<file path="config.mk">
export PLATFORM = sky130hd
export DESIGN_NAME = fetch_unit
export DESIGN_NICKNAME = d
export VERILOG_FILES = /design/src/rtl/multicore_pkg.sv /design/src/rtl/fetch_fifo.sv /design/src/rtl/fetch_unit.sv
export SDC_FILE = /design/constraint.sdc
export NUM_CORES = 1
export LEC_CHECK = 0
export BUFFER_PORTS_ARGS = -buffer_cell sky130_fd_sc_hd__buf_2
export CAP_MARGIN = 20
export CORE_MARGIN = 4
export CORE_UTILIZATION = 55
export CTS_BUF_LIST = sky130_fd_sc_hd__clkbuf_8
export CTS_CLUSTER_DIAMETER = 200
export DETAILED_ROUTE_END_ITERATION = 8
export PLACE_DENSITY = 0.82
export SLEW_MARGIN = 10
export SYNTH_ARGS = -nofsm -noshare
export SYNTH_HDL_FRONTEND = slang
export SYNTH_HIERARCHICAL = 1
export SYNTH_SLANG_ARGS = --single-unit
export TNS_END_PERCENT = 30
</file>
<file path="constraint.sdc">
create_clock -name i_aclk -period 7.49 [get_ports i_aclk]
set_clock_uncertainty 0.2 [all_clocks]
set_input_delay 0 -clock i_aclk [delete_from_list [all_inputs] [get_ports i_aclk]]
set_output_delay 0 -clock i_aclk [all_outputs]
set_load 0.01 [all_outputs]
</file>
<file path="src/rtl/multicore_pkg.sv">
// multicore_pkg: shared types and constants for the fetch stage.
//   FETCH_FIFO_DEPTH : default instruction buffer depth / outstanding request limit
//   PC_INCR          : sequential fetch stride in bytes
//   fetch_entry_t    : buffered instruction paired with its PC
package multicore_pkg;
    localparam int FETCH_FIFO_DEPTH = 4;
    localparam logic [31:0] PC_INCR = 32'd4;
    typedef struct packed {
        logic [31:0] pc;
        logic [31:0] instr;
    } fetch_entry_t;
endpackage

</file>
<file path="src/rtl/fetch_fifo.sv">
// fetch_fifo: synchronous FIFO of fetch_entry_t with flush and a registered head.
//   clk_i, rst_ni     : clock, asynchronous active-low reset
//   push_i, data_i    : write request and entry (flush wins over push)
//   pop_i             : remove head (ignored when empty or flushing)
//   flush_i           : drop all entries
//   head_o            : registered head entry (zero when empty)
//   empty_o, count_o  : occupancy status
module fetch_fifo
    import multicore_pkg::*;
#(
    parameter int DEPTH = FETCH_FIFO_DEPTH,
    localparam int AW = $clog2(DEPTH),
    localparam int CW = AW + 1
) (
    input  logic         clk_i,
    input  logic         rst_ni,
    input  logic         push_i,
    input  fetch_entry_t data_i,
    input  logic         pop_i,
    input  logic         flush_i,
    output fetch_entry_t head_o,
    output logic         empty_o,
    output logic [CW-1:0] count_o
);
    fetch_entry_t  mem_q [DEPTH];
    fetch_entry_t  head_q, head_d;
    logic [AW-1:0] wr_q, wr_d, rd_q, rd_d;
    logic [CW-1:0] count_q, count_d;
    logic          do_push, do_pop;

    always_comb begin
        do_push = push_i & ~flush_i;
        do_pop  = pop_i & (count_q != '0) & ~flush_i;
        wr_d    = wr_q + AW'(do_push);
        rd_d    = flush_i ? wr_q : rd_q + AW'(do_pop);
        count_d = flush_i ? '0 : count_q + CW'(do_push) - CW'(do_pop);
        // When the surviving occupancy is only the incoming entry, it bypasses the array into the head.
        head_d  = (count_d == '0) ? '0 :
                  (count_q == CW'(do_pop)) ? data_i : mem_q[rd_d];
    end

    always_ff @(posedge clk_i or negedge rst_ni) begin
        if (!rst_ni) begin
            wr_q    <= '0;
            rd_q    <= '0;
            count_q <= '0;
            head_q  <= '0;
        end else begin
            wr_q    <= wr_d;
            rd_q    <= rd_d;
            count_q <= count_d;
            head_q  <= head_d;
        end
    end

    always_ff @(posedge clk_i) begin
        if (do_push) mem_q[wr_q] <= data_i;
    end

    assign head_o  = head_q;
    assign empty_o = (count_q == '0);
    assign count_o = count_q;
endmodule

</file>
<file path="src/rtl/fetch_unit.sv">
// fetch_unit: in-order instruction fetch with PC, credit-limited cache requests,
// redirect squashing and a buffered valid/ready interface to decode.
//   i_aclk, i_areset_n             : clock, asynchronous active-low reset
//   i_fetch_en                     : allow new cache requests
//   i_br_valid, i_br_addr          : redirect request and target
//   o_icache_req_valid/addr, i_icache_req_ready : cache request channel
//   i_icache_rsp_valid/data        : in-order cache responses
//   o_instr_valid, o_instr, o_instr_pc, i_decode_ready : decode handshake
//   o_perf_starve, o_perf_squash   : saturating counters (only with FETCH_PERF_CNT_EN)
module fetch_unit
    import multicore_pkg::*;
#(
    parameter int FIFO_DEPTH = FETCH_FIFO_DEPTH,
    parameter logic [31:0] RESET_PC = 32'h0000_0000
) (
    input  logic        i_aclk,
    input  logic        i_areset_n,
    input  logic        i_fetch_en,
    input  logic        i_br_valid,
    input  logic [31:0] i_br_addr,
    output logic        o_icache_req_valid,
    output logic [31:0] o_icache_req_addr,
    input  logic        i_icache_req_ready,
    input  logic        i_icache_rsp_valid,
    input  logic [31:0] i_icache_rsp_data,
    output logic        o_instr_valid,
    output logic [31:0] o_instr,
    output logic [31:0] o_instr_pc,
    input  logic        i_decode_ready
`ifdef FETCH_PERF_CNT_EN
    ,
    output logic [31:0] o_perf_starve,
    output logic [31:0] o_perf_squash
`endif
);
    localparam int CW = $clog2(FIFO_DEPTH) + 1;

    logic [31:0]   pc_q, pc_d, rsp_pc_q, rsp_pc_d, target;
    logic [CW-1:0] out_q, out_d, drop_q, drop_d, fifo_cnt, live;
    logic          fire, drop, push, pop, empty;
    fetch_entry_t  head;

    always_comb begin
        target = i_br_addr & ~32'h3;
        live   = out_q - drop_q;
        // Credits: requests still expected to land in the FIFO plus current occupancy must fit.
        o_icache_req_valid = i_fetch_en & ~i_br_valid & (out_q < CW'(FIFO_DEPTH)) &
                             (({1'b0, live} + {1'b0, fifo_cnt}) < (CW+1)'(FIFO_DEPTH));
        fire     = o_icache_req_valid & i_icache_req_ready;
        drop     = i_icache_rsp_valid & (drop_q != '0);
        push     = i_icache_rsp_valid & ~drop & ~i_br_valid;
        pop      = ~empty & i_decode_ready & ~i_br_valid;
        out_d    = out_q + CW'(fire) - CW'(i_icache_rsp_valid);
        drop_d   = i_br_valid ? out_q - CW'(i_icache_rsp_valid) : drop_q - CW'(drop);
        pc_d     = i_br_valid ? target : fire ? pc_q + PC_INCR : pc_q;
        rsp_pc_d = i_br_valid ? target : push ? rsp_pc_q + PC_INCR : rsp_pc_q;
    end

    always_ff @(posedge i_aclk or negedge i_areset_n) begin
        if (!i_areset_n) begin
            pc_q     <= RESET_PC;
            rsp_pc_q <= RESET_PC;
            out_q    <= '0;
            drop_q   <= '0;
        end else begin
            pc_q     <= pc_d;
            rsp_pc_q <= rsp_pc_d;
            out_q    <= out_d;
            drop_q   <= drop_d;
        end
    end

    fetch_fifo #(.DEPTH(FIFO_DEPTH)) u_fifo (
        .clk_i   (i_aclk),
        .rst_ni  (i_areset_n),
        .push_i  (push),
        .data_i  ('{pc: rsp_pc_q, instr: i_icache_rsp_data}),
        .pop_i   (pop),
        .flush_i (i_br_valid),
        .head_o  (head),
        .empty_o (empty),
        .count_o (fifo_cnt)
    );

    assign o_icache_req_addr = pc_q;
    assign o_instr_valid     = ~empty;
    assign o_instr           = head.instr;
    assign o_instr_pc        = head.pc;

`ifdef FETCH_PERF_CNT_EN
    logic [31:0] starve_q, squash_q;
    always_ff @(posedge i_aclk or negedge i_areset_n) begin
        if (!i_areset_n) begin
            starve_q <= '0;
            squash_q <= '0;
        end else begin
            starve_q <= starve_q + 32'((starve_q != '1) & empty & i_decode_ready);
            squash_q <= squash_q + 32'((squash_q != '1) & i_icache_rsp_valid & (drop | i_br_valid));
        end
    end
    assign o_perf_starve = starve_q;
    assign o_perf_squash = squash_q;
`endif
endmodule
</file>
==> flow_summary.json, run 1 <==
{
  "outcome": "finished clean",
  "die_y_um": 180,
  "yosys_most_used_dff": "edfxtp_1",
  "place.gp.congestion": 0.889,
  "cts_tree": "done",
  "insertion_delay_ns": 0.59,
  "hpwl_um": 20900,
  "numClockSinks": 393,
  "grt_pass1_wl_um": 61900,
  "synth_cell_type_count": 61,
  "synthToLayoutAreaGrowth_pct": 24.6,
  "drt_iter0_drc": 988,
  "die_x_um": 180,
  "yosysWarnings": 6,
  "slowest_stage": "and4b_1",
  "hold_viol": 0,
  "path_class": "flip-flop to flip-flop",
  "crit_buf_inv": 5,
  "crit_family": "adder cells",
  "fin_tns_setup_ns": 0,
  "report.final.slew_viol_count": 0,
  "clockBufferDepth": 3,
  "grt_overflow_total": 0,
  "setup_violations": 0,
  "max_cap_violations": 0,
  "hold_class": "primary input to flip-flop",
  "crit_required_ns": 7.76,
  "max_stage_delay_ns": 0.74,
  "grt_max_degree": 87,
  "layout.nets": 1478,
  "finalCriticalPeriod_ns": 4.50,
  "fin_ws_ns": 2.99,
  "pwr_density_cell_nw_per_um2": 274,
  "place_ws_ns": 3.00,
  "start_util_pct": 56.3,
  "num-fill-cells": 1757,
  "maxSlewHeadroom_pct": 25.7,
  "hold_start": "i_br_addr[10]",
  "antenna_found_initial": 0,
  "routedWlPerCell_um": 21.4,
  "grtUsageTotal_pct": 23.8,
  "drive_gt1_share_pct": 25.3,
  "timing.final.crit_share_pct": 60.1,
  "synth_edf_count": 256,
  "synth_async_sr_flop_share_pct": 34.9,
  "use_met2_pct": 39.9,
  "diodes": 0,
  "cp-start-kind": "flip-flop",
  "crit_fanout": 27,
  "row_count": 62,
  "dr.pass1.iters": 5,
  "ant_nets": 0,
  "vias": 10600,
  "synth.cell_area_sq_um": 16300,
  "routed_wl_um": 39100,
  "coreArea_sq_um": 28900,
  "crit_arrival_ns": 4.78,
  "syn-instance-count": 1048,
  "io_pins": 169,
  "busiest_layer": "met2",
  "grt_use_met1_pct": 32.8,
  "die_area_sq_um": 32400,
  "tightest_slew_ns": 1.11,
  "avgSynthCellArea_sq_um": 15.5,
  "numCtsBuffers": 60,
  "grtUsageMet3_pct": 4.58,
  "endpoint_kind": "flip-flop",
  "worstReg2RegStart": "out_q[0]",
  "io_buffers": 164,
  "p_leak_nw": 8.31,
  "clock.fmax_mhz": 222,
  "crit_chain": "inv_1 > ha_1 > inv_1 > fa_1 > xor2_1 > xnor2_1 > ha_1 > nor2_1 > and4b_1 > inv_2 > ha_1 > inv_1 > ha_1 > inv_1 > fa_1 > xnor2_1 > xnor2_1",
  "first_global_vias": 11200,
  "cts_root_buf": "clkbuf_8",
  "ys_ff_latch": 393,
  "startpoint": "out_q[0]",
  "yosysSeqAreaShare_pct": 68.2,
  "clkTransAtPathRegs_ns": 0.07,
  "rsz0062_at_grt": "no",
  "vias_per_cell": 5.83,
  "drc": 0,
  "irDropWorstVdd_uv": 255,
  "cts_max_level": 2
}
==> cells in the final DEF, fill, tap and decap left out, types with 6 or more instances in the layout <==
cell type      synthesis  layout
a21oi_1                6       6
a31oi_1                6       6
and3_1                15      14
and4_1                 6       6
buf_2                 23     163
buf_4                  5       9
clkbuf_8               0      72
clkinv_1               0       6
clkinv_2               0       9
conb_1                 1      12
dfrtp_1              137     137
dlygate4sd3_1          0     146
edfxtp_1             256     256
ha_1                  15      15
inv_1                 21      39
mux2_2                40      40
mux2i_1               48      47
mux4_2                42      42
nand2_1              114     114
nand2b_1               6       6
nand3_1               27      27
nand4_1               21      21
nor2_1                27      26
nor3_1                11      10
o21ai_0               13      13
o21ai_1               13      13
o22ai_1               22      22
o2bb2ai_1             42      42
xnor2_1               25      25
xor2_1                25      25
==> layout make-up <==
cell class | count | area [sq um] | area share [%]
clock buffer | 72 | 991 | 4.88
clock inverter | 41 | 325 | 1.60
inverter | 23 | 86.3 | 0.425
multi-input combinational | 590 | 4890 | 24.1
sequential | 393 | 11100 | 54.8
tap | 384 | 480 | 2.37
timing repair buffer | 321 | 2400 | 11.8
==> layer usage <==
metal  wire length, um  up-vias
li1                  -     4663
met1             15600     5327
met2             19600      581
met3              3220       57
met4               650        0
met5                 0        -
==> flip-flops by register name, indices dropped and copies added (netlist names) <==
register,flops
u_fifo/rd_q,2
u_fifo/count_o,3
u_fifo/mem_q,256
u_fifo/wr_q,2
o_icache_req_addr,30
out_q,3
rsp_pc_q,30
u_fifo/head_o,64
drop_q,3
==> synthesized netlist by cell type (6+ instances only) <==
cell type,number,area (sq um)
and3_1,15,93.8
dfrtp_1,137,3430
nor3_1,11,55.1
o21ai_1,13,65.1
o22ai_1,22,138
and4_1,6,52.6
edfxtp_1,256,7690
nand4_1,21,131
xnor2_1,25,219
o2bb2ai_1,42,368
buf_2,23,115
inv_1,21,78.8
mux4_2,42,946
ha_1,15,188
mux2_2,40,450
a31oi_1,6,37.5
o21ai_0,13,65.1
a21oi_1,6,30.0
mux2i_1,48,480
nand2b_1,6,37.5
clkbuf_1,13,48.8
nand3_1,27,135
xor2_1,25,219
nand2_1,114,428
buf_1,7,26.3
nor2_1,27,101
==> worst paths after layout <==
path                       slack (ns)                end  depth (start not counted)
max                              2.99           out_q[2]                         17
min                              0.02       rsp_pc_q[10]                          3
max reg2reg                      2.99           out_q[2]                         17
min reg2reg                      0.34           out_q[0]                          1
max in group asynchronous        5.78  u_fifo/head_o[37]                          4
min in group asynchronous        0.38  u_fifo/head_o[14]                          4
==> worst min-delay path, cell delays in order <==
cell and delay, ns:
dlygate4sd3_1 0.54, buf_2 0.12, mux2_2 0.13
==> power by group <==
group,switching (W),internal [W],total (W)
Clock,0.000827,0.00105,0.00188
Combinational,0.000560,0.000565,0.00113
Sequential,0.000133,0.00243,0.00256
Total,0.00152,0.00405,0.00557
==> what timing repair did <==
item,4_1_cts,5_1_grt
resized for setup,0,0
hold endpoints to repair,298,0
buffers inserted,0,0
endpoints found under the setup margin,0,0
hold buffers,147,0
==> metrics by stage <==
step / total power [W] / area, sq um / cells / hold slack (ns) / util, %
2_1_floorplan: 0.00339 / 16300 / 1059 / -0.496 / -
3_3_place_gp: 0.00361 / 17500 / 1564 / -0.122 / 60.4
3_5_place_dp: 0.00365 / 17500 / 1564 / -0.112 / 60.4
4_1_cts: 0.00558 / 20300 / 1824 / 0.000623 / 70.1
5_1_grt: 0.00582 / 20300 / 1824 / 0.00384 / 70.1
6_report: 0.00557 / 20300 / 1824 / 0.0236 / 70.1
==> kinds of logic after synthesis <==
| group | Yosys count | synth area share, % |
|---|---|---|
| AO/OA/AOI/OAI | 125 | 5.49 |
| XOR/XNOR | 51 | 2.83 |
| adder cells (fa/ha/maj) | 18 | 1.52 |
| buffers and inverters | 76 | 2.27 |
| flip-flops | 393 | 68.2 |
| multiplexers | 131 | 11.7 |
| other | 1 | 0.0230 |
| AND/OR/NAND/NOR | 253 | 7.97 |
(Power assumes the default switching activity.)
==> inputs of run 2 (changes only) <==
==> constraint.sdc (replaced) <==
create_clock -name i_aclk -period 4.3 [get_ports i_aclk]
set_clock_uncertainty 0.2 [all_clocks]
set_input_delay 0 -clock i_aclk [delete_from_list [all_inputs] [get_ports i_aclk]]
set_output_delay 0 -clock i_aclk [all_outputs]
set_load 0.01 [all_outputs]
==> flow_summary.json, run 2 (synthesized netlist as in run 1, its figures left out) <==
{
  "rsz0062_at_grt": "no",
  "holdWs_ns": 0.0309,
  "path_class": "flip-flop to flip-flop",
  "finalInstanceArea_sq_um": 20300,
  "clkTransAtPathRegs_ns": 0.07,
  "post_cts_buffers": 0,
  "routed_wl_um": 39100,
  "routedWlPerCell_um": 21.4,
  "timing.final.crit_share_pct": 95.0,
  "worstReg2RegStart": "drop_q[1]",
  "grt_max_degree": 68,
  "largest_register_ffs": 256,
  "setup_violations": 0,
  "p_leak_nw": 8.34,
  "placed_area_sq_um": 17800,
  "crit_required_ns": 4.51,
  "tightest_slew_ns": 1.10,
  "reg2reg_to": "u_fifo/head_o[54]",
  "drc": 0,
  "insertion_delay_ns": 0.62,
  "clockBufferDepth": 3,
  "pwr_density_cell_nw_per_um2": 466,
  "die_area_sq_um": 32400,
  "grt_overflow_total": 0,
  "hold_end": "u_fifo/head_o[0]",
  "first_global_vias": 11200,
  "drt_iter0_drc": 951,
  "clock.fmax_mhz": 245,
  "ff2ff_setup_slack_ns": 0.21,
  "die_y_um": 180,
  "vias_per_cell": 5.83,
  "die_x_um": 180,
  "mostFrequentLayoutCells": "edfxtp_1, buf_2, dlygate4sd3_1",
  "hold_start": "i_icache_rsp_data[0]",
  "hold_class": "primary input to flip-flop",
  "maxSlewHeadroom_pct": 26.9,
  "dr.pass1.iters": 4,
  "fin_tns_setup_ns": 0,
  "endpoint_kind": "flip-flop",
  "grtUsageTotal_pct": 23.9,
  "layout_commonest_cell": "edfxtp_1",
  "place.gp.congestion": 0.864,
  "grt_pass1_wl_um": 62400,
  "hpwl_um": 22100,
  "irDropWorstVdd_uv": 250,
  "coreArea_sq_um": 28900,
  "drive_gt1_share_pct": 26.1,
  "antenna_found_initial": 0,
  "start_util_pct": 56.3,
  "max_cap_violations": 0,
  "dp.cells": 1581,
  "cp-start-kind": "flip-flop",
  "layoutNonFillerInstCount": 1832,
  "report.final.slew_viol_count": 0,
  "vias": 10700,
  "numCtsBuffers": 59,
  "ant_nets": 0,
  "reg2reg_depth": 12,
  "crit_arrival_ns": 4.30,
  "crit_fanout": 22,
  "diodes": 0,
  "cts_root_buf": "clkbuf_8",
  "cts_tree": "done",
  "hold_viol": 0,
  "min_path_cells": 4,
  "regMostFlops": "u_fifo/mem_q",
  "layout.nets": 1486,
  "io_buffers": 164,
  "finalCriticalPeriod_ns": 4.09,
  "numClockSinks": 393,
  "io_pins": 169,
  "outcome": "finished clean",
  "synthToLayoutAreaGrowth_pct": 24.8,
  "finalPower_w": 0.00948,
  "cts_max_level": 2,
  "row_count": 62
}
-- run 2: worst max path at each step --
stage,startpoint,end,slack (ns),depth (start not counted)
4_1_cts,drop_q[1],u_fifo/head_o[53],0.17,13
6_report,drop_q[1],u_fifo/head_o[54],0.21,12
3_5_place_dp,drop_q[1],u_fifo/head_o[17],0.22,13
2_1_floorplan,drop_q[0],u_fifo/mem_q[0][0],-0.17,5
3_3_place_gp,drop_q[0],u_fifo/head_o[36],0.37,13
5_1_grt,drop_q[1],u_fifo/head_o[22],0.07,12
-- run 2: power by group --
part	total [W]	internal, W	switching (W)
clock network	0.00294	0.00151	0.00143
registers	0.00446	0.00423	0.000232
logic	0.00208	0.00107	0.00101
-- run 2: layout make-up --
class | instances | area [sq um]
Inverter | 23 | 86.3
Clock buffer | 67 | 922
Sequential cell | 393 | 11100
Fill cell | 1762 | 8610
Multi-Input combinational cell | 590 | 4900
Clock inverter | 45 | 241
Timing Repair Buffer | 330 | 2580
Tap cell | 384 | 480
-- run 2: layer usage --
| metal | track usage [%] | up-vias | part of all wire (%) |
|---|---|---|---|
| met5 | 0 | - | 0 |
| met4 | 5.84 | 0 | 1.5 |
| met3 | 4.46 | 55 | 7.7 |
| met2 | 39.6 | 539 | 50 |
| met1 | 33.6 | 5405 | 41 |
| li1 | - | 4683 | - |
-- run 2: stage by stage --
stage                     utilization, %  worst slack [ns]
after CTS                           70.2             0.174
after detailed placement            61.3             0.219
after global routing                70.2            0.0725
after global placement              61.3             0.371
after floorplan                        -            -0.165
final                               70.2             0.215
-- run 2: worst max-delay path, stage by stage, from the launching register on --
cell,delay (ns)
dfrtp_1,0.41
or4b_1,0.56
nor2_1,0.11
nand2b_1,0.17
ha_1,0.32
inv_1,0.06
ha_1,0.15
inv_1,0.05
fa_1,0.37
xnor3_1,0.24
a31o_2,0.20
or2_1,0.84
o22ai_1,0.21
-- run 2: timing repair --
item | CTS | global route
gates resized for setup | 0 | 1
hold endpoints to repair | 367 | 0
hold buffers | 139 | 0
setup endpoints to repair | 0 | 5
==> inputs of run 3 (changes only) <==
--- a/config.mk
+++ b/config.mk
@@ -12,6 +12,7 @@
 export CTS_BUF_LIST = sky130_fd_sc_hd__clkbuf_8
 export CTS_CLUSTER_DIAMETER = 200
 export DETAILED_ROUTE_END_ITERATION = 8
+export HOLD_SLACK_MARGIN = 0.03
 export PLACE_DENSITY = 0.82
 export SLEW_MARGIN = 10
 export SYNTH_ARGS = -nofsm -noshare
==> constraint.sdc (replaced) <==
create_clock -name i_aclk -period 4.5 [get_ports i_aclk]
set_clock_uncertainty 0.2 [all_clocks]
set_input_delay 0 -clock i_aclk [delete_from_list [all_inputs] [get_ports i_aclk]]
set_output_delay 0 -clock i_aclk [all_outputs]
set_load 0.01 [all_outputs]
==> flow_summary.json, run 3 (synthesized netlist as in run 1, its figures left out) <==
{
  "outcome": "finished clean",
  "finalCriticalPeriod_ns": 4.00,
  "clock.fmax_mhz": 250,
  "hpwl_um": 21200,
  "io_buffers": 164,
  "die_y_um": 180,
  "vias": 10500,
  "synthToLayoutAreaGrowth_pct": 23.3,
  "cp-start-kind": "flip-flop",
  "first_global_vias": 11200,
  "grt_max_degree": 73,
  "dr.pass1.iters": 5,
  "hold_viol": 0,
  "crit_required_ns": 4.74,
  "rsz0062_at_grt": "no",
  "timing.final.crit_share_pct": 88.8,
  "cts_max_level": 2,
  "hold_class": "primary input to flip-flop",
  "vias_per_cell": 5.80,
  "die_x_um": 180,
  "report.final.slew_viol_count": 0,
  "row_count": 62,
  "clockBufferDepth": 3,
  "numClockSinks": 393,
  "path_class": "flip-flop to flip-flop",
  "drt_iter0_drc": 798,
  "irDropWorstVdd_uv": 269,
  "antenna_found_initial": 1,
  "grtUsageTotal_pct": 23.2,
  "tightest_slew_ns": 1.09,
  "layoutNonFillerInstCount": 1815,
  "coreArea_sq_um": 28900,
  "die_area_sq_um": 32400,
  "setup_violations": 0,
  "cts_tree": "done",
  "insertion_delay_ns": 0.60,
  "drive_gt1_share_pct": 25.9,
  "min_path_cells": 4,
  "endpoint_kind": "flip-flop",
  "regMostFlops": "u_fifo/mem_q",
  "numCtsBuffers": 59,
  "p_leak_nw": 8.26,
  "place.gp.congestion": 0.914,
  "clkTransAtPathRegs_ns": 0.07,
  "routed_wl_um": 38000,
  "pwr_density_cell_nw_per_um2": 448,
  "grt_overflow_total": 0,
  "reg2reg_depth": 12,
  "layout.nets": 1469,
  "dp.cells": 1574,
  "maxSlewHeadroom_pct": 27.1,
  "layout_commonest_cell": "edfxtp_1",
  "max_cap_violations": 0,
  "start_util_pct": 56.3,
  "post_cts_buffers": 0,
  "crit_arrival_ns": 4.24,
  "largest_register_ffs": 256,
  "grt_pass1_wl_um": 60500,
  "holdWs_ns": 0.0410,
  "drc": 0,
  "crit_fanout": 22,
  "ant_nets": 0,
  "io_pins": 169,
  "routedWlPerCell_um": 20.9,
  "finalPower_w": 0.00900,
  "mostFrequentLayoutCells": "edfxtp_1, buf_2, dfrtp_1",
  "cts_root_buf": "clkbuf_8"
}
==> run 3: cell count changes in the layout (fill, tap and decap cells not counted), moves of 2 or more <==
cell,change
clkbuf_8,+2
dlygate4sd3_1,-10
clkinv_1,-6
inv_1,+6
buf_12,-7
clkinv_2,-3
==> run 3: worst paths after layout <==
path                              start                   end  slack, ns
max in group asynchronous    i_areset_n           rsp_pc_q[8]       3.22
min in group asynchronous    i_areset_n      u_fifo/head_o[5]       0.38
hold / removal             i_br_addr[5]  o_icache_req_addr[5]       0.04
hold reg to reg                out_q[0]              out_q[0]       0.30
setup reg to reg              drop_q[1]     u_fifo/head_o[22]       0.50
setup / recovery              drop_q[1]     u_fifo/head_o[22]       0.50
==> run 3: per-stage QoR <==
stage | utilization [%] | setup TNS [ns] | instance area (sq um) | setup WS [ns]
final | 69.4 | 0 | 20100 | 0.503
after detailed placement | 60.9 | 0 | 17600 | 0.508
after floorplan | - | -138.74 | 16300 | -1.89
after global routing | 69.4 | 0 | 20100 | 0.287
after global placement | 60.9 | 0 | 17600 | 0.626
after CTS | 69.4 | 0 | 20100 | 0.540
==> run 3: worst max-delay path, stage by stage (launching register included) <==
cell and delay (ns):
dfrtp_1 0.40, or4b_1 0.55, nor2_1 0.10, nand2b_1 0.16
ha_1 0.31, inv_1 0.05, ha_1 0.13, inv_1 0.05
fa_1 0.36, xnor3_1 0.25, a31o_2 0.23, or2_1 0.84
o22ai_1 0.19
==> run 3: what timing repair did <==
item,in CTS,in global routing
hold endpoints to repair,369,0
hold buffers,129,0
resized for setup,0,0
==> run 3: per-layer routing <==
metal | up-vias | routed length (um) | GRT usage [%]
met3 | 77 | 3090 | 4.40
met4 | 0 | 746 | 6.72
met2 | 531 | 18700 | 38.8
li1 | 4658 | - | -
met5 | - | 0 | 0
met1 | 5253 | 15400 | 31.6
==> run 3: area by class of cell <==
class                   count  area (sq um)
inverters                  23          86.3
repair buffers            313          2340
well taps                 384           480
diodes                      1          2.50
multi-input cells         590          4900
flip-flops and latches    393         11100
clock inverters            42           223
clock buffers              69           950
fillers                  1796          8840
==> run 3: power breakdown <==
part           internal [W]  switching [W]
clock               0.00147        0.00134
sequential          0.00405       0.000218
combinational      0.000980       0.000946
total               0.00649        0.00250
